[src/rtl/fifo_wr_arbiter.sv]
// Round-robin arbiter that shares the single write port of sync_fifo among NUM_REQ producers.
// Grants one requester at a time for a bounded burst and stalls on FIFO full without dropping words.
module fifo_wr_arbiter #(
  parameter int NUM_REQ   = 4,
  parameter int DATA_W    = 8,
  parameter int MAX_BURST = 4
) (
  input  logic                      clk,
  input  logic                      rst_n,
  input  logic [NUM_REQ-1:0]        req_i,
  input  logic [NUM_REQ*DATA_W-1:0] data_i,
  input  logic [NUM_REQ-1:0]        last_i,
  output logic [NUM_REQ-1:0]        gnt_o,
  input  logic                      fifo_full_i,
  output logic                      fifo_wr_en_o,
  output logic [DATA_W-1:0]         fifo_data_o,
  output logic                      busy_o,
  output logic [NUM_REQ-1:0]        owner_o
);

  localparam int PTR_W = $clog2(NUM_REQ);
  localparam int CNT_W = $clog2(MAX_BURST + 1);

  typedef enum logic {
    ST_ARB   = 1'b0,
    ST_GRANT = 1'b1
  } state_e;

  state_e             state_q, state_d;
  logic [PTR_W-1:0]   ptr_q, ptr_d;
  logic [CNT_W-1:0]   cnt_q, cnt_d;
  logic [NUM_REQ-1:0] owner_q, owner_d;

  logic               win_found;
  logic [PTR_W-1:0]   win_idx;
  logic [NUM_REQ-1:0] win_onehot;
  logic [PTR_W-1:0]   owner_idx;
  logic               own_req;
  logic               own_last;
  logic               burst_end;

  // NOTE: every signal written in always_comb gets a default first, so no latch is inferred.
  always_comb begin
    logic [PTR_W-1:0] cand;
    win_found = 1'b0;
    win_idx   = '0;
    cand      = '0;
    for (int i = 0; i < NUM_REQ; i++) begin
      cand = PTR_W'((int'(ptr_q) + i) % NUM_REQ);
      if (!win_found && req_i[cand]) begin
        win_found = 1'b1;
        win_idx   = cand;
      end
    end
  end

  assign win_onehot = NUM_REQ'(1) << win_idx;

  always_comb begin
    owner_idx = '0;
    for (int k = 0; k < NUM_REQ; k++) begin
      if (owner_q[k]) owner_idx = PTR_W'(k);
    end
  end

  assign own_req  = |(owner_q & req_i);
  assign own_last = |(owner_q & last_i);

  // Full stalls the grant but keeps ownership; the owner's data is only a datapath mux.
  assign gnt_o        = (state_q == ST_GRANT && !fifo_full_i) ? (owner_q & req_i) : '0;
  assign fifo_wr_en_o = |gnt_o;

  always_comb begin
    fifo_data_o = '0;
    for (int k = 0; k < NUM_REQ; k++) begin
      if (owner_q[k]) fifo_data_o = data_i[k*DATA_W +: DATA_W];
    end
  end

  assign burst_end = (state_q == ST_GRANT) &&
                     (!own_req ||
                      (fifo_wr_en_o && (own_last || cnt_q == CNT_W'(MAX_BURST - 1))));

  always_comb begin
    state_d = state_q;
    ptr_d   = ptr_q;
    cnt_d   = cnt_q;
    owner_d = owner_q;
    case (state_q)
      ST_ARB: begin
        if (win_found) begin
          state_d = ST_GRANT;
          owner_d = win_onehot;
          cnt_d   = '0;
        end
      end
      ST_GRANT: begin
        if (burst_end) begin
          state_d = ST_ARB;
          owner_d = '0;
          cnt_d   = '0;
          ptr_d   = (owner_idx == PTR_W'(NUM_REQ - 1)) ? '0 : owner_idx + 1'b1;
        end else if (fifo_wr_en_o) begin
          cnt_d = cnt_q + 1'b1;
        end
      end
      default: begin
        state_d = ST_ARB;
        owner_d = '0;
      end
    endcase
  end

  // NOTE: the asynchronous reset clears all state at once, so the grant logic drops
  // to zero the instant rst_n falls, even mid-burst.
  always_ff @(posedge clk or negedge rst_n) begin
    if (!rst_n) begin
      state_q <= ST_ARB;
      ptr_q   <= '0;
      cnt_q   <= '0;
      owner_q <= '0;
    end else begin
      // NOTE: sequential state uses non-blocking assignment so all registers update together.
      state_q <= state_d;
      ptr_q   <= ptr_d;
      cnt_q   <= cnt_d;
      owner_q <= owner_d;
    end
  end

  assign busy_o  = (state_q == ST_GRANT);
  assign owner_o = owner_q;

endmodule

[config.mk]
export PLATFORM = sky130hd
export DESIGN_NAME = fifo_wr_arbiter
export DESIGN_NICKNAME = d
export VERILOG_FILES = /design/src/rtl/fifo_wr_arbiter.sv
export SDC_FILE = /design/constraint.sdc
export NUM_CORES = 1
export LEC_CHECK = 0
export CELL_PAD_IN_SITES_DETAIL_PLACEMENT = 1
export CELL_PAD_IN_SITES_GLOBAL_PLACEMENT = 1
export CORE_ASPECT_RATIO = 0.5
export CORE_MARGIN = 5
export CORE_UTILIZATION = 26
export CTS_BUF_LIST = sky130_fd_sc_hd__clkbuf_4 sky130_fd_sc_hd__clkbuf_8
export DETAILED_ROUTE_END_ITERATION = 16
export GPL_TIMING_DRIVEN = 0
export PLACE_DENSITY_LB_ADDON = 0.2
export SYNTH_ARGS = -nofsm -noshare
export SYNTH_HDL_FRONTEND = slang
export SYNTH_SLANG_ARGS = --single-unit
[constraint.sdc]
create_clock -name clk -period 4.5 [get_ports clk]
set_input_delay 0.675 -clock clk [delete_from_list [all_inputs] [get_ports clk]]
set_output_delay 0.675 -clock clk [all_outputs]
set_load 0.05 [all_outputs]
==> reports/results.tsv, run 1 <==
stage	metric	value	unit
run_status	status	finished, final reports clean	
yosys	Seq/Total Area, Yosys	27.93	%
die	Die ar.	4791	um2
sta	number of hold violations in the final report	0	
placed_design	hpwl dp	2.891	mm
power_and_ir_drop	Pwr Density	722.1	nW/um2
clock_network	TritonCTS Sinks	10	
worst_setup_path	Critical-path top delay cell	clkdlybuf4s50_1	
min_path	hold crit path type	flip-flop to flip-flop	
die	Ports	61	
die	site row count	15	
sta	RSZ-0062 raised after global routing	no	
clock_network	post_cts resized	0	
sta	fmax	308.0	MHz
worst_setup_path	CP top delay family	buffers and inverters	
yosys	Netlist Area Pre-Place	895.9	um2
finish	Layout fillers	408	
power_and_ir_drop	total power draw	0.001158	W
finish	post-layout net count	218	
clock_network	H-tree depth	1	
grt	total grt overflow	0	
sta	Slew headroom	64.99	%
routing	Total Wirelength	3.602	mm
routing	Antenna Nets Post-Route	0	
worst_setup_path	critical path arrival	2570	ps
power_and_ir_drop	Leakage Power	0.6172	nW
grt	Total Routing Usage GR	15.64	%
sta	Final setup viols	0	
worst_setup_path	worst reg-to-reg path cell count	6	
flow_run	Max-Cap Viols	0	
yosys	Post-synth EDFFs	0	
clock_network	Post CTS Setup Buffer Count	0	
yosys	Cell variety after synth	35	
grt	global-route wire length before repair	5.947	mm
die	Starting Density	26.52	%
yosys	Synth Warn #	0	
yosys	most numerous cell in the Yosys netlist	nand2_1	
clock_network	CTS tree	yes	
power_and_ir_drop	worst vdd ir	0.2249	mV
worst_setup_path	CP Buf/Inv Count	3	
finish	post-route cell area	1604	um2
min_path	hold path depth	1	
die	core area	3378	um2
routing	1st-iter DRT viols	32	
sta	Worst-Margin Slew	523.5	ps
finish	Synth-to-Final Area Change	79.05	%
sta	Period minus WS final	3247	ps
clock_network	clock root cell	clkbuf_8	
placed_design	IO buf count	60	
yosys	prevailing post-synth register cell	dfrtp_1	
yosys	Async S/R FF share, synth	100.0	%
yosys	share of the synthesized area in the top cell type	27.93	%
placed_design	Final Wtd Congestion	0.7563	
yosys	Synth area leader	dfrtp_1	
routing	DR WL/cell	16.83	um
grt	pin count of the biggest net entering global routing	11	
worst_setup_path	most used cell, CP	clkbuf_1	
worst_setup_path	CP endpoint kind	output pin	
yosys	Mean Syn Cell Area	8.295	um2
sta	worst clock skew	0.5287	ps
sta	final worst-path cycle share	72.16	%
worst_setup_path	crit-path max cell delay	860	ps
routing	drc violations	0	
placed_design	Cell Area, Placed	1549	um2
worst_setup_path	CP cell instances	clkbuf_1 -> clkbuf_1 -> nand2_1 -> o31ai_1 -> clkdlybuf4s50_1	
clock_network	Num CTS Buffers	3	
worst_setup_path	Critical Path Source Type	flip-flop	
sta	TNS Setup	0	ps
yosys	synthesized flop and latch total	10	
die	Die W	93.02	um
worst_setup_path	CP Depth	5	
yosys	leading cell types by count after synthesis	nand2_1 (12), dfrtp_1 (10), nor2b_1 (10)	
finish	number of diodes	0	
yosys	Post-Syn Instances	108	
worst_setup_path	critical-path maximum fanout	10	
routing	total number of vias	1111	
yosys	net count after synthesis	153	
clock_network	worst-skew pair later-pin latency	240	ps
routing	post-DR vias/cell	5.192	
sta	Max Slew Vio Count	0	
worst_setup_path	path type of the worst setup path	flip-flop to output pin	
grt	vias in the first global route	1168	
grt	initial antenna violation count	0	
finish	layout cells sized above 1	6.395	%
worst_setup_path	Required @ worst endpoint	3830	ps
clock_network	Clock Path Buffers	2	
clock_network	Reg clk slew, reported paths	50	ps
clock_network	Hold-fix buffers, CTS	0	
routing	Pre-antenna DRT Iters	4	
die	die height	51.51	um
yosys	Synth area leaders	dfrtp_1 (28%), a221oi_1 (7.8%), nor2b_1 (7.0%)	
[registers in the layout, indices dropped and copies added (netlist names)]
name / cells
owner_o: 4
busy_o: 1
ptr_q: 2
cnt_q: 3
[cell families after synthesis]
kind of cell,after synthesis,share of synthesized area [%]
AO/OA/AOI/OAI,43,39.53
AND/OR/NAND/NOR,42,24.30
buffers and inverters,10,4.329
flip-flops,10,27.93
adder cells (fa/ha/maj),2,2.793
multiplexers,1,1.117
[final timing paths]
kind,slack [ps],to,startpoint
worst max register to register,2700,cnt_q[2],cnt_q[0]
worst max-delay path,1250,fifo_data_o[3],owner_o[3]
max in group asynchronous,3400,busy_o,rst_n
min in group asynchronous,770,cnt_q[0],rst_n
worst min-delay path,500,cnt_q[1],cnt_q[1]
worst min register to register,500,cnt_q[1],cnt_q[1]
[cell usage in the layout, fill, tap and decap left out, types with 2 or more instances in the layout]
| master | instances |
|---|---|
| clkdlybuf4s50_1 | 60 |
| nand2_1 | 12 |
| nor2b_1 | 10 |
| dfrtp_1 | 10 |
| a221oi_1 | 8 |
| o31ai_1 | 8 |
| clkbuf_1 | 6 |
| nor2_1 | 6 |
| o2bb2ai_1 | 6 |
| and3_1 | 4 |
| clkbuf_8 | 4 |
| nand2b_1 | 3 |
| inv_1 | 3 |
| o21ai_0 | 3 |
| a22o_2 | 2 |
| nor4_1 | 2 |
| a21oi_1 | 2 |
| a21o_1 | 2 |
| a22o_1 | 2 |
| ha_1 | 2 |
[per-stage QoR]
step | hold slack [ps] | setup WS, ps | util [%] | cells
finish | 496.1 | 1253 | 47.48 | 214
global route | 521.3 | 1057 | 47.48 | 214
CTS | 499.6 | 1209 | 47.48 | 214
detailed placement | 484.2 | 1276 | 45.85 | 210
global placement | 473.9 | 1283 | 45.85 | 210
floorplan | 379.4 | 1417 | - | 108
[layout make-up]
cell class	count	area [um2]	share of cell area (%)
buffer	7	27.53	1.716
sequential	10	250.2	15.60
multi-input combinational	88	606.8	37.83
inverter	3	11.26	0.7020
tap	42	52.55	3.276
timing repair buffer	60	600.6	37.44
clock buffer	4	55.05	3.432
[metal layers]
metal / up-vias / wire, um / global-route usage [%]
met5: - / 0 / 0
met3: 2 / 221 / 3.902
met4: 0 / 12 / 1.460
li1: 548 / - / -
met1: 525 / 1770 / 21.45
met2: 36 / 1598 / 25.98
[power breakdown]
group	internal, W	total [W]	switching, W
combinational	0.000319	0.000880	0.000561
clock	0.0000772	0.000115	0.0000381
sequential	0.000121	0.000163	0.0000420
total	0.000517	0.00116	0.000641
Power figures use the tool's default switching activity.
==> run 2: changes to the inputs <==
CORE_UTILIZATION = 22   (was 26)
clock period = 2.69 ns   (was 4.5 ns; I/O delays follow)
==> run 2 against run 1 <==
Global-route usage is 1.5 points lower. Setup slack got worse by 1200 ps. Routed wire length up 7.3%. Largest cell class is now multi-input gates. Non-clock buffer count is the same. Largest power group unchanged. Flip-flop and latch count is the same. First-iteration DRC count shrank 9.4%. Clock power up 70%.
==> reports/results.tsv, run 2 (synthesis results as in run 1) <==
stage	metric	value	unit
worst_setup_path	Critical R2R Capture	cnt_q[1]	
clock_network	worst-skew pair later-pin latency	240	ps
grt	Total Routing Usage GR	14.11	%
clock_network	Num CTS Buffers	3	
routing	post-DR vias/cell	5.035	
grt	GRT met1 Usage	17.92	%
sta	number of hold violations in the final report	0	
clock_network	Clock Path Buffers	2	
power_and_ir_drop	Sw Share	57.62	%
finish	number of diodes	0	
grt	pin count of the biggest net entering global routing	11	
sta	Worst-Margin Slew	539.5	ps
power_and_ir_drop	Leakage Power	0.7395	nW
routing	Total Wirelength	3.864	mm
worst_setup_path	path type of the worst setup path	flip-flop to output pin	
die	core area	3924	um2
clock_network	Post CTS Setup Buffer Count	0	
placed_design	IO buf count	60	
power_and_ir_drop	Pwr Density	1172	nW/um2
sta	final worst-path cycle share	97.56	%
die	Die W	100.2	um
flow_run	Max-Cap Viols	0	
die	Starting Density	22.83	%
grt	total grt overflow	0	
sta	Slew headroom	63.97	%
worst_setup_path	CP endpoint kind	output pin	
routing	1st-iter DRT viols	29	
sta	worst clock skew	4.662	ps
worst_setup_path	reg2reg start	cnt_q[0]	
grt	M3 GR Usage	2.879	%
grt	vias in the first global route	1205	
min_path	Worst Hold End	cnt_q[2]	
placed_design	Cell Area, Placed	1604	um2
power_and_ir_drop	internal power	0.0008230	W
worst_setup_path	worst reg-to-reg path cell count	6	
clock_network	Reg clk slew, reported paths	50	ps
sta	RSZ-0062 raised after global routing	no	
sta	setup ws final	65.60	ps
clock_network	H-tree depth	1	
power_and_ir_drop	Clk pwr share	10.1	%
worst_setup_path	Required @ worst endpoint	2290	ps
routing	Pre-antenna DRT Iters	4	
finish	max reg flops	4	
placed_design	Final Wtd Congestion	0.7540	
power_and_ir_drop	Combinational Power Share	75.7	%
min_path	hold path depth	1	
finish	Synth-to-Final Area Change	84.92	%
grt	global-route wire length before repair	6.058	mm
sta	Final setup viols	0	
die	Ports	61	
grt	met2 Use GR	25.88	%
placed_design	hpwl dp	3.005	mm
finish	post-route cell area	1657	um2
worst_setup_path	CP cell instances	and2b_1 -> clkbuf_1 -> a221oi_1 -> o31ai_2 -> dlygate4sd2_1	
power_and_ir_drop	share of power burned in registers	14.2	%
finish	commonest non-fill, non-tap cell in the layout	clkdlybuf4s50_1	
clock_network	CTS tree	yes	
worst_setup_path	R2R Setup Slk	860	ps
sta	Period minus WS final	2624	ps
finish	most frequent cells in the layout	clkdlybuf4s50_1 (47), nand2_1 (12), nor2b_1 (10), dfrtp_1 (10)	
finish	layout cells sized above 1	13.37	%
clock_network	clock root cell	clkbuf_8	
die	Die ar.	5526	um2
finish	post-layout net count	218	
sta	fmax	381.0	MHz
sta	final hold slack	492.6	ps
routing	Antenna Nets Post-Route	0	
placed_design	worst slack, placed	-177.6	ps
worst_setup_path	Critical Path Source Type	flip-flop	
power_and_ir_drop	switching pwr	0.001119	W
sta	TNS Setup	0	ps
grt	most used routing layer	met2	
die	die height	55.13	um
min_path	hold crit path type	flip-flop to flip-flop	
worst_setup_path	critical path arrival	2220	ps
routing	total number of vias	1138	
worst_setup_path	crit-path max cell delay	560	ps
sta	Max Slew Vio Count	0	
routing	drc violations	0	
die	site row count	16	
routing	DR WL/cell	17.10	um
clock_network	TritonCTS Sinks	10	
power_and_ir_drop	worst vdd ir	0.2841	mV
worst_setup_path	Critical-path top delay cell	dlygate4sd2_1	
grt	initial antenna violation count	0	
min_path	hold path start	cnt_q[2]	
worst_setup_path	critical-path maximum fanout	8	
run_status	status	finished, final reports clean	
[run 2: final cells by class]
class | instances | area, um2
well taps | 54 | 67.56
plain buffers | 7 | 30.03
inverters | 3 | 11.26
flip-flops and latches | 10 | 250.2
repair buffers | 60 | 595.6
fillers | 471 | 2267
clock buffers | 4 | 55.05
multi-input cells | 88 | 646.9
[run 2: worst max-delay path: cells and delay by family, from the launching register on]
family                 cells  cell delay [ps]
AO/OA/AOI/OAI              2              370
AND/OR/NAND/NOR            1              230
buffers and inverters      2              910
flip-flops                 1              470
[run 2: worst max-delay path by stage]
stage	from	to	slack [ps]	cells past startpoint
after floorplan	owner_o[1]	fifo_data_o[0]	300	4
after global placement	owner_o[3]	fifo_data_o[2]	-220	5
after detailed placement	owner_o[3]	fifo_data_o[4]	-180	5
after CTS	owner_o[1]	fifo_data_o[4]	40	5
after global routing	owner_o[1]	fifo_data_o[2]	2	5
final	owner_o[1]	fifo_data_o[2]	70	5
[run 2: power by group through the flow]
stage | registers [W] | clock network, W | logic [W]
floorplan | 0.000371 | 0 | 0.000947
global placement | 0.000278 | 0 | 0.00153
detailed placement | 0.000279 | 0 | 0.00155
CTS | 0.000277 | 0.000200 | 0.00148
global route | 0.000288 | 0.000206 | 0.00157
finish | 0.000276 | 0.000196 | 0.00147
[run 2: through the flow]
| step | std cells | total power, W | utilization (%) |
|---|---|---|---|
| floorplan | 108 | 0.001318 | - |
| global placement | 222 | 0.001804 | 40.88 |
| detailed placement | 222 | 0.001831 | 40.88 |
| CTS | 226 | 0.001958 | 42.03 |
| global route | 226 | 0.002060 | 42.22 |
| finish | 226 | 0.001942 | 42.22 |
[run 2: per-layer routing]
metal | share of wire (%) | up-vias
met4 | 0.62 | 0
li1 | - | 547
met1 | 46 | 557
met2 | 48 | 32
met5 | 0 | -
met3 | 4.9 | 2
[run 2: what timing repair did]
item,4_1_cts,5_1_grt
setup endpoints to repair,9,12
hold buffers,0,0
gates resized for setup,10,13
==> run 3: changes to the inputs <==
CORE_MARGIN = 2   (was 5)
==> run 3 against run 2 <==
Non-clock buffer count is the same. Largest cell class unchanged. Worst hold slack got worse by 0.79 ps. Register-to-register slack about the same. Die area decreased by 16%.
==> reports/results.tsv, run 3 (synthesis results as in run 1) <==
stage	metric	value	unit
die	core area	3904	um2
routing	DR WL/cell	15.99	um
finish	most frequent cells in the layout	clkdlybuf4s50_1 (47), nand2_1 (12), nor2b_1 (10), dfrtp_1 (10)	
die	Ports	61	
die	die height	49.13	um
flow_run	Max-Cap Viols	0	
power_and_ir_drop	Leakage Power	0.7252	nW
worst_setup_path	Critical Path Source Type	flip-flop	
clock_network	CTS tree	yes	
sta	setup ws final	144.6	ps
finish	max reg flops	4	
finish	commonest non-fill, non-tap cell in the layout	clkdlybuf4s50_1	
finish	post-route cell area	1632	um2
routing	Pre-antenna DRT Iters	5	
sta	fmax	392.9	MHz
routing	1st-iter DRT viols	40	
routing	drc violations	0	
clock_network	Hold-fix buffers, CTS	0	
clock_network	Reg clk slew, reported paths	50	ps
sta	number of hold violations in the final report	0	
placed_design	Final Wtd Congestion	0.7859	
sta	Period minus WS final	2545	ps
grt	vias in the first global route	1142	
finish	number of diodes	0	
min_path	hold crit path type	flip-flop to flip-flop	
finish	Layout fillers	460	
sta	RSZ-0062 raised after global routing	no	
finish	post-layout net count	218	
clock_network	Post CTS Setup Buffer Count	0	
placed_design	IO buf count	60	
worst_setup_path	CP Depth	5	
clock_network	H-tree depth	1	
routing	post-DR vias/cell	5.116	
routing	Antenna Nets Post-Route	0	
placed_design	worst slack, placed	-233.0	ps
min_path	hold path depth	1	
grt	Total Routing Usage GR	16.07	%
die	Die ar.	4630	um2
grt	initial antenna violation count	0	
placed_design	Cell Area, Placed	1604	um2
grt	total grt overflow	0	
sta	Slew headroom	65.54	%
routing	total number of vias	1151	
power_and_ir_drop	total power draw	0.001886	W
finish	layout cells sized above 1	14.62	%
finish	Synth-to-Final Area Change	82.12	%
sta	Max Slew Vio Count	0	
worst_setup_path	CP Buf/Inv Count	2	
worst_setup_path	path type of the worst setup path	flip-flop to output pin	
sta	final hold slack	491.8	ps
die	Starting Density	22.95	%
grt	pin count of the biggest net entering global routing	11	
worst_setup_path	worst reg-to-reg path cell count	6	
grt	global-route wire length before repair	5.865	mm
clock_network	Num CTS Buffers	3	
clock_network	clock root cell	clkbuf_8	
die	Die W	94.25	um
worst_setup_path	CP top delay family	buffers and inverters	
worst_setup_path	critical-path maximum fanout	8	
clock_network	worst-skew pair later-pin latency	230	ps
sta	Worst-Margin Slew	516.0	ps
sta	worst clock skew	0.6506	ps
power_and_ir_drop	Pwr Density	1156	nW/um2
run_status	status	finished, final reports clean	
sta	final worst-path cycle share	94.62	%
worst_setup_path	Critical-path top delay cell	clkdlybuf4s15_1	
clock_network	TritonCTS Sinks	10	
clock_network	Clock Path Buffers	2	
routing	Total Wirelength	3.598	mm
sta	Final setup viols	0	
worst_setup_path	CP cell instances	and2b_1 -> clkbuf_1 -> a221oi_1 -> o31ai_2 -> clkdlybuf4s15_1	
power_and_ir_drop	worst vdd ir	0.2631	mV
worst_setup_path	Required @ worst endpoint	2290	ps
placed_design	hpwl dp	2.811	mm
die	site row count	16	
clock_network	post_cts resized	11	
sta	TNS Setup	0	ps
worst_setup_path	crit-path max cell delay	530	ps
worst_setup_path	CP endpoint kind	output pin	
worst_setup_path	critical path arrival	2140	ps
-- run 3: cell count changes in the layout (fill, tap and decap cells not counted) --
cell and delta:
dlygate4sd2_1 -3, clkbuf_2 +3, clkbuf_8 -1
-- run 3: report_power, final --
part	total (W)	internal, W	switching (W)
Sequential	0.000275	0.000202	0.0000728
Combinational	0.00146	0.000482	0.000977
Clock	0.000153	0.0000978	0.0000555
Total	0.00189	0.000782	0.00110
-- run 3: area by class of cell --
type                    instances  area [um2]  share of cell area, %
clock buffers                   3       41.29                  2.531
plain buffers                   7       30.03                  1.840
well taps                      54       67.56                  4.141
multi-input cells              88       646.9                  39.65
repair buffers                 60       584.3                  35.81
inverters                       3       11.26                 0.6902
flip-flops and latches         10       250.2                  15.34
-- run 3: through the flow --
| stage | utilization (%) | cells |
|---|---|---|
| detailed placement | 41.09 | 222 |
| CTS | 41.92 | 225 |
| global route | 41.79 | 225 |
| finish | 41.79 | 225 |
| global placement | 41.09 | 222 |
| floorplan | - | 108 |
-- run 3: worst paths after layout --
path	end	slack [ps]	startpoint
max in group asynchronous	cnt_q[2]	1860	rst_n
max	fifo_data_o[6]	140	owner_o[1]
max reg2reg	cnt_q[2]	870	cnt_q[0]
min in group asynchronous	busy_o	500	rst_n
min	cnt_q[2]	490	cnt_q[2]
min reg2reg	cnt_q[2]	490	cnt_q[2]
-- run 3: layer usage --
layer | global-route usage [%] | routed length [um]
met1 | 23.00 | 1723
met2 | 25.60 | 1580
met3 | 3.864 | 280
met4 | 1.449 | 14
met5 | 0 | 0
